[src/rtl/sa_pkg.sv]
// rtl/sa_pkg.sv - shared sizes, FSM states and feed-window helper for the systolic operand feeder
package sa_pkg;

    localparam int N  = 4;
    localparam int K  = 16;
    localparam int DW = 8;

    typedef enum logic [1:0] {
        IDLE,
        CLEAR,
        FEED,
        DONE
    } state_t;

    // Last FEED step: the final product reaches PE(N-1,N-1) at k=K-1, i=j=N-1.
    function automatic int feed_last(input int n, input int k);
        return k + 2 * n - 3;
    endfunction

    localparam int FEED_LAST = feed_last(N, K);

endpackage

[src/rtl/sa_operand_buf.sv]
// rtl/sa_operand_buf.sv - R x C byte register file, one write port, one read port per row, async clear
module sa_operand_buf #(
    parameter int R  = 4,
    parameter int C  = 16,
    parameter int DW = 8
) (
    input  logic                          clk,
    input  logic                          rst,
    input  logic                          wr_en,
    input  logic [$clog2(R)-1:0]          wr_row,
    input  logic [$clog2(C)-1:0]          wr_col,
    input  logic [DW-1:0]                 wr_data,
    input  logic [R-1:0][$clog2(C)-1:0]   rd_col,
    output logic [R-1:0][DW-1:0]          rd_data
);

    logic [DW-1:0] mem [R][C];

    // Byte storage; reset zeroes every entry so a fresh run multiplies zeros.
    always_ff @(posedge clk or posedge rst) begin
        if (rst) begin
            for (int r = 0; r < R; r++) begin
                for (int c = 0; c < C; c++) begin
                    mem[r][c] <= '0;
                end
            end
        end else if (wr_en) begin
            mem[wr_row][wr_col] <= wr_data;
        end
    end

    // Each row has its own read column so the parent can apply a per-row skew.
    always_comb begin
        for (int r = 0; r < R; r++) begin
            rd_data[r] = mem[r][rd_col[r]];
        end
    end

endmodule

[src/rtl/sa_skew_feeder.sv]
// rtl/sa_skew_feeder.sv - operand sequencer and diagonal skew injector for the 4x4 systolic array
module sa_skew_feeder #(
    parameter int N  = sa_pkg::N,
    parameter int K  = sa_pkg::K,
    parameter int DW = sa_pkg::DW
) (
    input  logic                  clk,
    input  logic                  rst,
    input  logic                  load_valid,
    input  logic                  load_sel,
    input  logic [$clog2(N)-1:0]  load_row,
    input  logic [$clog2(K)-1:0]  load_col,
    input  logic [DW-1:0]         load_data,
    output logic                  load_err,
    input  logic                  start,
    output logic                  busy,
    output logic                  done,
    output logic                  cap_en,
    output logic                  acc_clr,
    output logic [DW-1:0]         a_row0,
    output logic [DW-1:0]         a_row1,
    output logic [DW-1:0]         a_row2,
    output logic [DW-1:0]         a_row3,
    output logic [DW-1:0]         b_col0,
    output logic [DW-1:0]         b_col1,
    output logic [DW-1:0]         b_col2,
    output logic [DW-1:0]         b_col3
);

    import sa_pkg::*;

    localparam int CW   = $clog2(K);
    localparam int LAST = feed_last(N, K);
    localparam int TW   = $clog2(LAST + 1);

    state_t                 state, nxt_state;
    logic [TW-1:0]          t, nxt_t;
    logic [N-1:0][CW-1:0]   rd_col;
    logic [N-1:0][DW-1:0]   a_rd, b_rd, a_nxt, b_nxt, a_q, b_q;
    logic                   wr_ok;

    // Loads land only while no feed is reading the buffers.
    assign wr_ok = load_valid && (state == IDLE || state == DONE);

    sa_operand_buf #(.R(N), .C(K), .DW(DW)) u_a_buf (
        .clk     (clk),
        .rst     (rst),
        .wr_en   (wr_ok && !load_sel),
        .wr_row  (load_row),
        .wr_col  (load_col),
        .wr_data (load_data),
        .rd_col  (rd_col),
        .rd_data (a_rd)
    );

    // B is stored column-major (row = j, col = k) so it skews exactly like A.
    sa_operand_buf #(.R(N), .C(K), .DW(DW)) u_b_buf (
        .clk     (clk),
        .rst     (rst),
        .wr_en   (wr_ok && load_sel),
        .wr_row  (load_row),
        .wr_col  (load_col),
        .wr_data (load_data),
        .rd_col  (rd_col),
        .rd_data (b_rd)
    );

    // Next state and next feed step.
    always_comb begin
        nxt_state = state;
        nxt_t     = t;
        case (state)
            IDLE:  if (start) nxt_state = CLEAR;
            CLEAR: begin
                nxt_state = FEED;
                nxt_t     = '0;
            end
            FEED: begin
                if (t == TW'(LAST)) begin
                    nxt_state = DONE;
                    nxt_t     = '0;
                end else begin
                    nxt_t = t + 1'b1;
                end
            end
            DONE:  nxt_state = IDLE;
            default: nxt_state = IDLE;
        endcase
    end

    // Skewed fetch for the coming step: lane i shows index t-i inside the K-wide window, else 0.
    always_comb begin
        rd_col = '0;
        a_nxt  = '0;
        b_nxt  = '0;
        if (nxt_state == FEED) begin
            for (int i = 0; i < N; i++) begin
                if (int'(nxt_t) >= i && int'(nxt_t) - i < K) begin
                    rd_col[i] = CW'(int'(nxt_t) - i);
                    a_nxt[i]  = a_rd[i];
                    b_nxt[i]  = b_rd[i];
                end
            end
        end
    end

    // All outputs come straight from flops, loaded from the next-state decode.
    always_ff @(posedge clk or posedge rst) begin
        if (rst) begin
            state    <= IDLE;
            t        <= '0;
            a_q      <= '0;
            b_q      <= '0;
            busy     <= 1'b0;
            done     <= 1'b0;
            cap_en   <= 1'b0;
            acc_clr  <= 1'b0;
            load_err <= 1'b0;
        end else begin
            state    <= nxt_state;
            t        <= nxt_t;
            a_q      <= a_nxt;
            b_q      <= b_nxt;
            busy     <= (nxt_state != IDLE);
            done     <= (nxt_state == DONE);
            cap_en   <= (nxt_state == DONE);
            acc_clr  <= (nxt_state == CLEAR);
            load_err <= load_valid && (state == CLEAR || state == FEED);
        end
    end

    assign a_row0 = a_q[0];
    assign a_row1 = a_q[1];
    assign a_row2 = a_q[2];
    assign a_row3 = a_q[3];
    assign b_col0 = b_q[0];
    assign b_col1 = b_q[1];
    assign b_col2 = b_q[2];
    assign b_col3 = b_q[3];

endmodule

[config.mk]
export PLATFORM = sky130hd
export DESIGN_NAME = sa_skew_feeder
export DESIGN_NICKNAME = d
export VERILOG_FILES = /design/src/rtl/sa_pkg.sv /design/src/rtl/sa_operand_buf.sv /design/src/rtl/sa_skew_feeder.sv
export SDC_FILE = /design/constraint.sdc
export NUM_CORES = 2
export LEC_CHECK = 0
export CAP_MARGIN = 25
export CELL_PAD_IN_SITES_DETAIL_PLACEMENT = 1
export CELL_PAD_IN_SITES_GLOBAL_PLACEMENT = 2
export CORE_ASPECT_RATIO = 2
export CORE_MARGIN = 1
export CORE_UTILIZATION = 47
export DETAILED_ROUTE_END_ITERATION = 7
export PLACE_DENSITY_LB_ADDON = 0.08
export SYNTH_ARGS = -nofsm -noshare
export SYNTH_HDL_FRONTEND = slang
export SYNTH_HIERARCHICAL = 1
export SYNTH_SLANG_ARGS = --single-unit
[constraint.sdc]
create_clock -name clk -period 27 [get_ports clk]
set_input_delay 8.1 -clock clk [delete_from_list [all_inputs] [get_ports clk]]
set_output_delay 8.1 -clock clk [all_outputs]
set_load 0.01 [all_outputs]
==> out/metrics.cfg <==
[timing]
whs_ns=0.4906
relSlewSlack=0.2393
rsz0062_at_grt=no
min_period_over_period=0.4484
fin_setup_tns_ns=0
fmax_mhz=82.60
tightest_slew_ns=1.141
slew_violations=0
finalHoldViolCount=0
finClkSkew_ns=0.02786
setup_viol=0
layout_min_cycle_time_ns=12.11

[synth]
syn-num-nets=3240
avgSynthCellArea_um2=15.51
synth_edf_count=0
synth_mux_area_frac=0.3473
synth_top_family_by_area=multiplexers
synth_seq_area_share=0.5521
synth_compound_area_frac=0.02469
yosysMostFrequentCell=dfrtp_1
syn_inst=3211
syn_area_mm2=0.04981
synthArstFlopShare=1.000
yosysWarnings=6
synth_common_cells=1099 x dfrtp_1, 966 x mux2_2, 256 x mux4_2, 148 x clkbuf_1, 130 x nand2_1
synth_fa_ha_area_frac=0.002512
synth-xor-area-share=0.001407
ys_ff_latch=1099
ys_types=60
yosysTopAreaCellShare=0.5521
synth_area_leaders=dfrtp_1 55%, mux2_2 22%, mux4_2 12%, a22oi_1 1.9%, mux2_1 1.3%
synth_flop_cell=dfrtp_1
synth_largest_area_cell=dfrtp_1
synthSimpleGateAreaFrac=0.05014

[global_routing]
grt_overflow=0
grt_pass1_wl_um=214200
met2_usage=0.5006
antenna_found_initial=2
grt_max_degree=171
grt_busiest_layer=met2
grtUsageMet1=0.3112
grt_usage=0.2692
use_met3=0.02691
grt_pass1_vias=32620

[critical_path]
critical_path.max_stage_delay_ns=0.67
worstPathMaxFanout=33
required_ns=27.60
timing.critical_path.buf_inv=3
cpLargestDelayFamily=buffers and inverters
reg2reg_from=state[0]
end_kind=flop
cpMaxStageDelayCell=and2_4
timing.critical_path.from_type=input port
path_common_cell=buf_4
crit_arrival_ns=12.71
cp-startpoint=start
crit_chain=clkdlybuf4s50_1, nor2_1, a221oi_4, a211oi_4, buf_4, o22a_4, and2_4, buf_4, mux4_2, a22oi_1, nand2_1, and2_1
crit_type=input port to flop

[die]
die_w_um=232.2
core_area_mm2=0.1049
die_area_mm2=0.1074
io_pins=88
start_util=0.4749
num_rows=168
die_h_um=462.4

[flow_run]
drv_cap=0

[final_layout]
area_growth_pct=11.25
fin_nets=3233
final_layout_size_suffix_gt1_frac=0.4822
reg_top3=u_a_buf/mem x512, u_b_buf/mem x512

[clock_tree]
cts_inserted_buffers=100
clockRootBuffer=clkbuf_16
clock_tree.buffer_depth=3
cts_resized=0
cts_hold_buf=0
tritoncts=yes
cts.sinks=1099
cts_setup_buffers=0
insertion_delay_ns=0.71
path_clk_slew_ns=0.06
h-tree-depth=3

[routing]
vias=28010
wl_per_cell_um=29.84
drcViolationCount=0
via_per_inst=6.023
firstDrtPassIters=5
wl_um=138700
ant_nets=0
drtIter0Drc=1423

[status]
status=complete, no violations

[pwr]
leakagePower_nw=26.38
cellPowerDensity_mw_per_mm2=80.42
ir_drop_mv=0.09707

[worst_hold_path]
hold_path.class=flop to flop
hold_path_startpoint=u_a_buf/mem[202]

[placed_design]
port_buffers=87
gp_congestion=0.8053
dp.final_hpwl_um=90610

cells by family after synthesis:
| logic type | after synthesis |
|---|---|
| AO/OA/AOI/OAI | 160 |
| XOR/XNOR | 8 |
| adder cells (fa/ha/maj) | 10 |
| buffers and inverters | 260 |
| flip-flops | 1099 |
| multiplexers | 1280 |
| AND/OR/NAND/NOR | 394 |
routing by layer:
layer	wire length, um	share of wire
met5	0	0
met4	5325	0.038
met3	3006	0.022
met1	51500	0.37
met2	78910	0.57
layout make-up:
| cell class | count | area, um2 |
|---|---|---|
| well taps | 1360 | 1702 |
| multi-input cells | 1852 | 21290 |
| diodes | 3 | 7.507 |
| flip-flops and latches | 1099 | 27500 |
| clock inverters | 42 | 524.3 |
| repair buffers | 137 | 1361 |
| inverters | 14 | 70.07 |
| clock buffers | 143 | 2958 |
| fillers | 9751 | 49480 |
through the flow:
step	setup WS (ns)	std cells	cell area, um2	utilization	power [mW]
2_1_floorplan	4.600	3211	49810	-	2.611
3_3_place_gp	14.03	4455	51760	0.4935	2.947
3_5_place_dp	14.05	4456	51760	0.4935	2.983
4_1_cts	14.82	4641	55250	0.5267	4.517
5_1_grt	14.67	4648	55410	0.5282	4.640
6_report	14.89	4650	55410	0.5283	4.456
path summary, 6_finish.rpt:
path                            slack, ns  depth (start not counted)          endpoint
worst max-delay path                14.89                         12         b_col1[2]
worst min-delay path                 0.49                          1  u_a_buf/mem[202]
worst max register to register      20.17                         16         b_col1[2]
worst min register to register       0.49                          1  u_a_buf/mem[202]
max in group asynchronous           16.36                          5  u_b_buf/mem[457]
min in group asynchronous            8.15                          2         a_row2[0]
layout by cell type (no fill, tap or decap), types with 32 or more instances in the layout:
cell / n
dfrtp_1: 1099
mux2_2: 966
mux4_2: 256
nand2_1: 130
a22oi_1: 128
clkbuf_16: 103
clkdlybuf4s50_1: 79
mux2_1: 58
buf_4: 49
and2_1: 39
nor3b_1: 33
nand2_2: 32
report_power, final:
group | internal, mW | switching, mW | leakage [nW]
logic | 0.416 | 0.709 | 9.41
clock network | 0.868 | 0.650 | 1.73
registers | 1.75 | 0.0614 | 15.2
Power figures use the tool's default switching activity.
